`src/rtl/dma_arbiter.sv`:
```
`default_nettype none
// ============================================================================
//  Module      : dma_arbiter
//  Description : Two-port (instruction fetch / data) front end for a single
//                DMA channel. Arbitrates between the ports (alternating on a
//                tie), latches the winning transaction onto the m_* bus, and
//                pulses m_start. It then waits for m_busy to fall, or for a
//                TIMEOUT-cycle abort, and returns the result to the owner as
//                a one-cycle ready pulse.
//
//  Ports       : clk, reset           - clock, async active-high reset
//                if_req/if_addr       - fetch request (held until if_ready)
//                if_ready/if_rdata    - fetch completion pulse / instruction
//                d_req/d_we/d_be      - data request, write flag, byte enables
//                d_addr/d_wdata       - data address / write data
//                d_ready/d_rdata      - data completion pulse / read data
//                err                  - timeout flag, pulses with a ready
//                m_start              - one-cycle DMA launch pulse
//                m_addr/m_wdata       - latched transaction address / data
//                m_write/m_be         - latched write flag / byte enables
//                m_busy/m_rdata       - DMA busy, read data valid on busy fall
//
//  Revision    : 1.0 - initial release
// ============================================================================
module dma_arbiter #(
    parameter int TIMEOUT = 1024
) (
    input  logic        clk,
    input  logic        reset,
    input  logic        if_req,
    input  logic [31:0] if_addr,
    output logic        if_ready,
    output logic [31:0] if_rdata,
    input  logic        d_req,
    input  logic        d_we,
    input  logic [3:0]  d_be,
    input  logic [31:0] d_addr,
    input  logic [31:0] d_wdata,
    output logic        d_ready,
    output logic [31:0] d_rdata,
    output logic        err,
    output logic        m_start,
    output logic [31:0] m_addr,
    output logic [31:0] m_wdata,
    output logic        m_write,
    output logic [3:0]  m_be,
    input  logic        m_busy,
    input  logic [31:0] m_rdata
);

    localparam logic [2:0] c_S_IDLE  = 3'd0;
    localparam logic [2:0] c_S_ISSUE = 3'd1;
    localparam logic [2:0] c_S_ARM   = 3'd2;
    localparam logic [2:0] c_S_WAIT  = 3'd3;
    localparam logic [2:0] c_S_RESP  = 3'd4;

    // The counter holds the number of busy WAIT cycles already seen, so the
    // abort fires on the TIMEOUT-th busy WAIT cycle.
    localparam logic [15:0] c_TIMEOUT_LAST = 16'(TIMEOUT - 1);

    logic [2:0]  r_state;
    logic [2:0]  w_state_next;
    logic        r_owner_data;   // 1 = data port owns the transaction
    logic        r_last_data;    // 1 = last grant went to the data port
    logic        r_timed_out;
    logic [15:0] r_wait_cnt;
    logic [31:0] r_m_addr;
    logic [31:0] r_m_wdata;
    logic        r_m_write;
    logic [3:0]  r_m_be;
    logic [31:0] r_if_rdata;
    logic [31:0] r_d_rdata;

    logic        w_any_req;
    logic        w_grant_data;
    logic        w_wait_done;
    logic        w_wait_expired;

    assign w_any_req      = if_req | d_req;
    // Data wins when it is alone, or on a tie when fetch was granted last.
    assign w_grant_data   = d_req & (~if_req | ~r_last_data);
    assign w_wait_done    = ~m_busy;
    assign w_wait_expired = m_busy & (r_wait_cnt == c_TIMEOUT_LAST);

    // ------------------------------------------------------------------
    // State register
    // ------------------------------------------------------------------
    always_ff @(posedge clk or posedge reset) begin
        if (reset) begin
            r_state <= c_S_IDLE;
        end else begin
            r_state <= w_state_next;
        end
    end

    // ------------------------------------------------------------------
    // Next-state and output decode
    // ------------------------------------------------------------------
    always_comb begin
        w_state_next = r_state;
        m_start      = 1'b0;
        if_ready     = 1'b0;
        d_ready      = 1'b0;
        err          = 1'b0;
        case (r_state)
            c_S_IDLE: begin
                if (w_any_req) begin
                    w_state_next = c_S_ISSUE;
                end
            end
            c_S_ISSUE: begin
                m_start      = 1'b1;
                w_state_next = c_S_ARM;
            end
            // m_busy is not yet valid in the cycle after m_start.
            c_S_ARM: begin
                w_state_next = c_S_WAIT;
            end
            c_S_WAIT: begin
                if (w_wait_done || w_wait_expired) begin
                    w_state_next = c_S_RESP;
                end
            end
            c_S_RESP: begin
                if_ready     = ~r_owner_data;
                d_ready      = r_owner_data;
                err          = r_timed_out;
                w_state_next = c_S_IDLE;
            end
            default: begin
                w_state_next = c_S_IDLE;
            end
        endcase
    end

    // ------------------------------------------------------------------
    // Grant latch, wait counter and read-data capture
    // ------------------------------------------------------------------
    always_ff @(posedge clk or posedge reset) begin
        if (reset) begin
            r_owner_data <= 1'b0;
            r_last_data  <= 1'b0;
            r_timed_out  <= 1'b0;
            r_wait_cnt   <= 16'd0;
            r_m_addr     <= 32'd0;
            r_m_wdata    <= 32'd0;
            r_m_write    <= 1'b0;
            r_m_be       <= 4'd0;
            r_if_rdata   <= 32'd0;
            r_d_rdata    <= 32'd0;
        end else begin
            case (r_state)
                c_S_IDLE: begin
                    if (w_any_req) begin
                        r_owner_data <= w_grant_data;
                        r_last_data  <= w_grant_data;
                        r_timed_out  <= 1'b0;
                        if (w_grant_data) begin
                            r_m_addr  <= d_addr;
                            r_m_wdata <= d_wdata;
                            r_m_write <= d_we;
                            r_m_be    <= d_we ? d_be : 4'b0000;
                        end else begin
                            r_m_addr  <= if_addr;
                            r_m_wdata <= 32'd0;
                            r_m_write <= 1'b0;
                            r_m_be    <= 4'b0000;
                        end
                    end
                end
                c_S_ISSUE: begin
                    r_wait_cnt <= 16'd0;
                end
                c_S_WAIT: begin
                    if (w_wait_done) begin
                        // Writes leave the owner's read data untouched.
                        if (!r_m_write) begin
                            if (r_owner_data) begin
                                r_d_rdata <= m_rdata;
                            end else begin
                                r_if_rdata <= m_rdata;
                            end
                        end
                    end else if (w_wait_expired) begin
                        r_timed_out <= 1'b1;
                        if (r_owner_data) begin
                            r_d_rdata <= 32'hFFFF_FFFF;
                        end else begin
                            r_if_rdata <= 32'hFFFF_FFFF;
                        end
                    end else begin
                        r_wait_cnt <= r_wait_cnt + 16'd1;
                    end
                end
                default: begin
                end
            endcase
        end
    end

    assign m_addr   = r_m_addr;
    assign m_wdata  = r_m_wdata;
    assign m_write  = r_m_write;
    assign m_be     = r_m_be;
    assign if_rdata = r_if_rdata;
    assign d_rdata  = r_d_rdata;

endmodule
`default_nettype wire
```
`config.mk`:
```
export PLATFORM = sky130hd
export DESIGN_NAME = dma_arbiter
export DESIGN_NICKNAME = d
export VERILOG_FILES = /design/src/rtl/dma_arbiter.sv
export SDC_FILE = /design/constraint.sdc
export NUM_CORES = 1
export LEC_CHECK = 0
export CAP_MARGIN = 10
export CORE_MARGIN = 3
export CORE_UTILIZATION = 42
export DETAILED_ROUTE_END_ITERATION = 10
export PLACE_DENSITY_LB_ADDON = 0.12
export SYNTH_ARGS = -nofsm -noshare
export SYNTH_HDL_FRONTEND = slang
export SYNTH_SLANG_ARGS = --single-unit
export TNS_END_PERCENT = 50
```
`constraint.sdc`:
```
create_clock -name clk -period 5.65 [get_ports clk]
set_input_delay 1.13 -clock clk [delete_from_list [all_inputs] [get_ports clk]]
set_output_delay 1.13 -clock clk [all_outputs]
set_load 0.01 [all_outputs]
```
; ---- Word-level counts from Yosys, hierarchy flattened
; Index checks and enable logic that the tools add are counted.
[totals]
in_bits = 138
reg_bits = 154
elab_cells = 69
out_inout_bits = 137
[classes]
add_sub_neg = 1
bitwise_logic = 7
n_mux = 29
n_reduce_logical = 10
n_eq_ne = 12
[op_table]
columns = operator, n
row1 = $mux W32, 12
row2 = $mux W16, 2
row3 = $pmux W16 S2, 1
row4 = $add A16 B1 Y16 const B, 1
row5 = $eq A16 B10 Y1 const B, 1
row6 = $ne A2 B2 Y1 const B, 6
row7 = $pmux W3 S4, 1
row8 = $reduce_and A4 Y1, 3
row9 = $mux W1, 8
row10 = $mux W4, 2
row11 = $eq A3 B2 Y1 const B, 2
row12 = $mux W3, 2
row13 = $reduce_and A2 Y1, 2
row14 = $reduce_bool A2 Y1, 2
row15 = $eq A3 B1 Y1 const B, 1
row16 = $eq A3 B3 Y1 const B, 1
row17 = $logic_not A3 Y1, 1
row18 = $not A1 Y1, 3
row19 = $reduce_and A3 Y1, 1
row20 = $and A1 B1 Y1, 2
row21 = $ne A2 B1 Y1 const B, 1
row22 = $or A1 B1 Y1, 2
row23 = $pmux W1 S2, 1
row24 = $logic_or A1 B1 Y1, 1

; ---- Logic depth before layout (Yosys ltp)
; Gate-level depths: netlist of the first run.
[depth]
word_depth = 5
ltp_mapped = 7
mapped_depth_nobuf = 5

; ---- Worst setup path before layout of the first run
; No wires, ideal clock.
[synth_path]
path_kind = input-to-reg
start = in d_req
end = reg r_m_wdata[19] (netlist: m_wdata[19])
path_buffers = 3
slack_ps = 3181
stages = 6
setup_time_ps = 66
t_arrival_ps = 2402
required_ps = 5584
path_cell_list = a21boi_0 > clkbuf_1 > and2_1 > clkbuf_1 > buf_1 > a22o_1
[synth_between]
elab_chain_len = 2
word_cells_on_any_way = 4
classes_between = 1 x mux / 2 x bitwise / 1 x reduce/logical
[synth_lines]
columns = element, line
row1 = start: declaration, 34  ; input logic d_req,
row2 = $and A1 B1 Y1 or $or A1 B1 Y1 (tied branches), "81, 79"
row3 = $mux W32 or $reduce_and A2 Y1 (tied branches), --
row4 = end signal: assignment, 160  ; r_m_wdata <= d_wdata;
row5 = end: declaration, 68  ; logic [31:0] r_m_wdata;
; Several ways; a longest one is shown, not always the timed one.
; A chain may end at the register's enable or synchronous reset.

; ---- Worst setup path after layout of the first run
[layout_path]
start = reg r_state[1]
end = out m_start
[layout_between]
elab_chain_len = 2
[layout_lines]
columns = element, line
row1 = start: declaration, 61  ; logic [2:0] r_state;
row2 = start signal: assignment, 90  ; r_state <= c_S_IDLE;
row3 = start signal: assignment, 92  ; r_state <= w_state_next;
row4 = $eq A3 B1 Y1, 105  ; case (r_state)
row5 = $mux W1, 105
row6 = end: declaration, 42  ; output logic m_start,
; Every way passes these cells.

==> flow_summary_export.csv, run 1 <==
group,metric,value,unit
clocking,cts_buffers,17,
die,die-area,16420,sq um
global_routing,grt_pass1_wl,27910,um
setup_path,worstSetupPathType,"reg2out",
final_layout,drive_above_1_share,8.322,%
sta,min_period,3.504,ns
final_layout,fill_cells,1105,
setup_path,rr_startpoint,"r_wait_cnt[10]$_DFFE_PP0P_",
synthesis,synth_cell_types,48,
routing,vias_per_cell,5.390,
sta,setup_viol,0,
clocking,htree_levels,4,
final_layout,stdcell_count,953,
place,gp_congestion,0.8664,
place,dp.cells,921,
final_layout,fin_nets,895,
run_status,status,"complete, no violations",
routing,firstDrtPassIters,4,
die,start_util,42.94,%
clocking,holdBufCountCts,0,
synthesis,postSynthCellCount,490,
sta,fin_crit_sh,62.02,%
synthesis,yosys_warnings,0,
die,num_rows,44,
clocking,worstSkewPairLatency,0.42,ns
setup_path,worst_ep_required_time,4.52,ns
clocking,cts_root_buf,"clkbuf_16",
sta,fmax,285.4,MHz
synthesis,syn_area,6265,sq um
synthesis,avgSynthCellArea,12.79,sq um
clocking,clockBufferDepth,2,
final_layout,area_growth,56.14,%
sta,worstMarginPinSlew,0.9927,ns
clocking,cts_sinks,154,
sta,fin_worst_skew,0.01004,ns
worst_hold_path,min_path_cells,2,
synthesis,synth_edf_count,0,
synthesis,synth_common_cells,"dfrtp_1 (154), o22a_1 (50), nand2_1 (44)",
power_and_ir_drop,powerDensity,557.9,nW/um^2
setup_path,crit_path_end_kind,"output pin",
global_routing,grt_pass1_vias,5254,
die,ios,275,
worst_hold_path,worstHoldStart,"m_addr[27]$_DFFE_PP0P_",
sta,rsz0062_at_grt,"no",
global_routing,grt_max_degree,114,
setup_path,crit_fanout,13,
final_layout,antennaDiodeCount,0,
power_and_ir_drop,ir_worst_vdd,0.2810,mV
clocking,cts_tree,"done",
routing,wl_per_cell,18.84,um
routing,wirelength,17960,um
global_routing,grt_usage,21.88,%
setup_path,path_cells,"or3b_2 -> inv_1 -> clkdlybuf4s50_1",
die,fp.dieH,128.1,um
sta,fin_tns_setup,0,ns
global_routing,antenna_found_initial,0,
clocking,clk_pin_slew,0.06,ns
power_and_ir_drop,power.leakage,4.127,nW
synthesis,syn_nets,629,
setup_path,rr_endpoint,"d_rdata[5]$_DFFE_PP0P_",
synthesis,synth_flop_cell,"dfrtp_1",
synthesis,synth_top_area_share,61.51,%
worst_hold_path,hold_path.class,"reg2reg",
routing,drt_iter0_drc,309,
die,die_x,128.1,um
routing,routed-via-count,5137,
setup_path,cp-start-kind,"register",
synthesis,synth-async-reset-ratio,100.0,%
setup_path,cpMaxStageDelayCell,"or3b_2",
setup_path,slowest_delay,0.64,ns
sta,slew_headroom,33.21,%
run,max_cap_violations,0,
place,io_buffers,274,
synthesis,synth_area_leaders,"dfrtp_1 (62%), o22a_1 (7.0%), mux2i_1 (5.9%)",
clocking,cts_setup_buffers,0,
setup_path,ff2ff_path_depth,5,
routing,drc,0,
synthesis,yosysSeqAreaShare,61.51,%
global_routing,globalRoute.totalOverflow,0,
worst_hold_path,min_to,"m_addr[27]$_DFFE_PP0P_",
sta,finalHoldViolCount,0,
sta,maxSlewViolCount,0,
die,coreArea,14590,sq um
synthesis,yosysMostFrequentCell,"dfrtp_1",
clocking,ctsResizeCount,0,
routing,ant_nets,0,
setup_path,ff2ff_setup_slack,3.11,ns
setup_path,cp_data_arrival_time,2.37,ns
place,dp_hpwl,12990,um
synthesis,ys_ff_latch,154,
synthesis,yosysTopAreaCell,"dfrtp_1",
## cells in the final DEF (no fill, tap or decap), types with 8 or more instances in the layout
master and n:
dfrtp_1 154, nor2_1 10, clkbuf_16 17, o22a_2 14, mux2i_1 37, nand2_1 44
o21ai_0 36, nand4_1 8, o22a_1 50, a22o_1 33, clkdlybuf4s50_1 274, buf_4 8
## layer usage
metal / vias up / wire [um] / GRT usage [%]
met5: - / 0 / 0
met4: 0 / 366 / 8.240
met3: 28 / 1602 / 7.750
met2: 232 / 8583 / 34.75
met1: 2497 / 7403 / 27.62
li1: 2380 / - / -
## flip-flops by register name, summed over array words and instances (netlist names)
signal / flops
m_write: 1
r_last_data: 1
r_wait_cnt: 16
d_rdata: 32
m_wdata: 32
m_addr: 32
m_be: 4
r_timed_out: 1
if_rdata: 32
r_state: 3
## kinds of logic (layout without fill, tap and decap cells)
logic type	after synthesis	after routing	synth area share, %
multiplexers	37	37	5.912
buffers and inverters	40	319	3.795
flip-flops	154	154	61.51
AO/OA/AOI/OAI	163	163	20.91
XOR/XNOR	1	1	0.1398
AND/OR/NAND/NOR	94	94	7.530
adder cells (fa/ha/maj)	1	1	0.1997
## where the power goes
part	internal, W	total [W]	switching (W)	leakage, nW
Combinational	0.00129	0.00223	0.000940	1.91
Clock	0.000850	0.00130	0.000447	0.326
Sequential	0.00161	0.00193	0.000326	1.89
## worst max-delay path by stage
stage,start,slack [ns],depth (start not counted),endpoint
global route,r_state[1]$_DFFE_PP0P_,2.05,3,m_start
global placement,d_req,2.47,6,m_be[1]$_DFFE_PP0P_
detailed placement,d_req,2.38,6,m_be[1]$_DFFE_PP0P_
CTS,r_state[1]$_DFFE_PP0P_,2.14,3,m_start
floorplan,reset,0.37,1,d_rdata[0]$_DFFE_PP0P_
finish,r_state[1]$_DFFE_PP0P_,2.15,3,m_start
## layout make-up
| cell class | instances | area (sq um) | share of cell area, % |
|---|---|---|---|
| Multi-Input combinational cell | 296 | 2196 | 22.45 |
| Tap cell | 184 | 230.2 | 2.354 |
| Timing Repair Buffer | 282 | 2803 | 28.65 |
| Clock buffer | 20 | 456.7 | 4.669 |
| Clock inverter | 12 | 219.0 | 2.238 |
| Sequential cell | 154 | 3854 | 39.40 |
| Inverter | 5 | 23.77 | 0.2430 |
## worst max-delay path: cells and delay by family, from the launching register on
kind	cells	cell delay [ns]
simple gates	1	0.64
flops	1	0.49
buf+inv	2	0.83
## stage by stage
| stage | worst slack [ns] | utilization [%] | cell area (sq um) | total power, W | hold slack, ns |
|---|---|---|---|---|---|
| final | 2.146 | 67.05 | 9782 | 0.005458 | 0.4752 |
| after global routing | 2.048 | 67.05 | 9782 | 0.005764 | 0.4966 |
| after CTS | 2.136 | 67.05 | 9782 | 0.005519 | 0.4828 |
| after detailed placement | 2.383 | 62.42 | 9106 | 0.004204 | 0.4692 |
| after global placement | 2.466 | 62.42 | 9106 | 0.004142 | 0.4636 |
| after floorplan | 0.3702 | - | 6265 | 0.002873 | 0.4518 |
Power figures use the tool's default switching activity.
==> run 2, diff against run 1 <==
==> constraint.sdc (replaced) <==
create_clock -name clk -period 3.51 [get_ports clk]
set_input_delay 0.702 -clock clk [delete_from_list [all_inputs] [get_ports clk]]
set_output_delay 0.702 -clock clk [all_outputs]
set_load 0.01 [all_outputs]
==> flow_summary_export.csv, run 2 (same netlist as run 1, synthesis figures left out) <==
group,metric,value,unit
run_status,status,"complete, no violations",
clocking,clockBufferDepth,2,
place,post-place-ws,0.8970,ns
routing,drt_iter0_drc,263,
setup_path,crit_fanout,13,
clocking,cts_tree,"done",
routing,firstDrtPassIters,4,
setup_path,crit_path_end_kind,"output pin",
final_layout,antennaDiodeCount,0,
final_layout,mostFrequentLayoutCells,"clkdlybuf4s50_1 (274), dfrtp_1 (154), o22a_1 (50), nand2_1 (44), mux2i_1 (37)",
final_layout,seq_area,3854,sq um
routing,drc,0,
die,num_rows,44,
final_layout,fin_nets,896,
sta,slew_headroom,45.78,%
final_layout,multiInputGateArea,2196,sq um
sta,finalHoldViolCount,0,
sta,setup_viol,0,
place,dp_hpwl,13140,um
die,coreArea,14590,sq um
sta,layout_setup_ws,0.4608,ns
final_layout,fill_cells,1073,
final_layout,drive_above_1_share,8.571,%
global_routing,grt_max_degree,155,
clocking,cts_setup_buffers,0,
clocking,cts_buffers,17,
final_layout,area_growth,56.54,%
setup_path,worstSetupPathType,"reg2out",
sta,maxSlewViolCount,0,
power_and_ir_drop,powerDensity,890.2,nW/um^2
die,fp.dieH,128.1,um
global_routing,grt_pass1_wl,28400,um
clocking,worstSkewPairLatency,0.42,ns
global_routing,globalRoute.totalOverflow,0,
final_layout,layout_commonest_cell,"clkdlybuf4s50_1",
routing,wirelength,18160,um
place,gp_congestion,0.8493,
global_routing,grt_pass1_vias,5263,
clocking,ctsResizeCount,0,
clocking,htree_levels,4,
final_layout,final_core_util,67.22,%
die,die_x,128.1,um
power_and_ir_drop,ir_worst_vdd,0.4825,mV
routing,vias_per_cell,5.449,
run,max_cap_violations,0,
clocking,holdBufCountCts,0,
sta,rsz0062_at_grt,"no",
sta,fin_crit_sh,86.87,%
routing,ant_nets,0,
setup_path,worst_ep_required_time,2.81,ns
sta,fmax,328.0,MHz
sta,fin_worst_skew,0.008573,ns
power_and_ir_drop,power.leakage,4.141,nW
sta,fin_tns_setup,0,ns
worst_hold_path,hold_path.class,"reg2reg",
clocking,clk_pin_slew,0.06,ns
clocking,cts_sinks,154,
setup_path,cp-start-kind,"register",
clocking,cts_root_buf,"clkbuf_16",
routing,wl_per_cell,19.04,um
sta,worstMarginPinSlew,0.8133,ns
routing,routed-via-count,5198,
place,io_buffers,274,
setup_path,cp_data_arrival_time,2.35,ns
die,ios,275,
die,die-area,16420,sq um
sta,min_period,3.049,ns
global_routing,grt_usage,22.14,%
die,start_util,42.94,%
global_routing,antenna_found_initial,0,
-- run 2: cell types whose count changed in the layout (fill, tap and decap cells not counted) --
cell	change
clkinv_4	+3
inv_6	+1
buf_4	-2
buf_12	+3
clkbuf_8	-1
clkbuf_1	-1
clkinvlp_4	-1
bufinv_16	-1
-- run 2: layout make-up --
cell class | instances | area share (%)
timing repair buffer | 283 | 29.04
sequential | 154 | 39.30
tap | 184 | 2.348
multi-input combinational | 296 | 22.39
inverter | 5 | 0.2297
clock buffer | 18 | 4.478
clock inverter | 14 | 2.220
-- run 2: power by group --
part           switching [W]  internal (W)
clock               0.000719       0.00128
combinational        0.00155       0.00209
sequential          0.000501       0.00259
total                0.00277       0.00596
-- run 2: metal layers --
metal	track usage, %	share of wire, %
met5	0	0
met4	8.302	2.3
met3	7.542	8.5
met2	35.95	49
met1	27.48	40
-- run 2: worst paths after layout --
check | startpoint | end | slack (ns) | cells past startpoint
worst max-delay path | r_state[1]$_DFFE_PP0P_ | m_start | 0.46 | 3
worst min-delay path | m_addr[19]$_DFFE_PP0P_ | m_addr[19]$_DFFE_PP0P_ | 0.48 | 2
worst max register to register | r_wait_cnt[10]$_DFFE_PP0P_ | d_rdata[30]$_DFFE_PP0P_ | 1.09 | 5
worst min register to register | m_addr[19]$_DFFE_PP0P_ | m_addr[19]$_DFFE_PP0P_ | 0.48 | 2
max in group asynchronous | reset | m_wdata[11]$_DFFE_PP0P_ | 2.04 | 3
min in group asynchronous | reset | d_rdata[5]$_DFFE_PP0P_ | 0.86 | 3
-- run 2: through the flow --
| stage | instances | area, sq um | power, W | hold slack (ns) |
|---|---|---|---|---|
| finish | 954 | 9807 | 0.008730 | 0.4795 |
| global route | 954 | 9807 | 0.009238 | 0.5016 |
| CTS | 954 | 9807 | 0.008837 | 0.4829 |
| detailed placement | 922 | 9150 | 0.006788 | 0.4699 |
| global placement | 922 | 9150 | 0.006672 | 0.4640 |
| floorplan | 490 | 6269 | 0.004625 | 0.4518 |
-- run 2: worst max-delay path: stages, from the launching register on --
cell and delay [ns]:
dfrtp_1 0.48, or3b_2 0.64, inv_1 0.22, clkdlybuf4s50_1 0.58
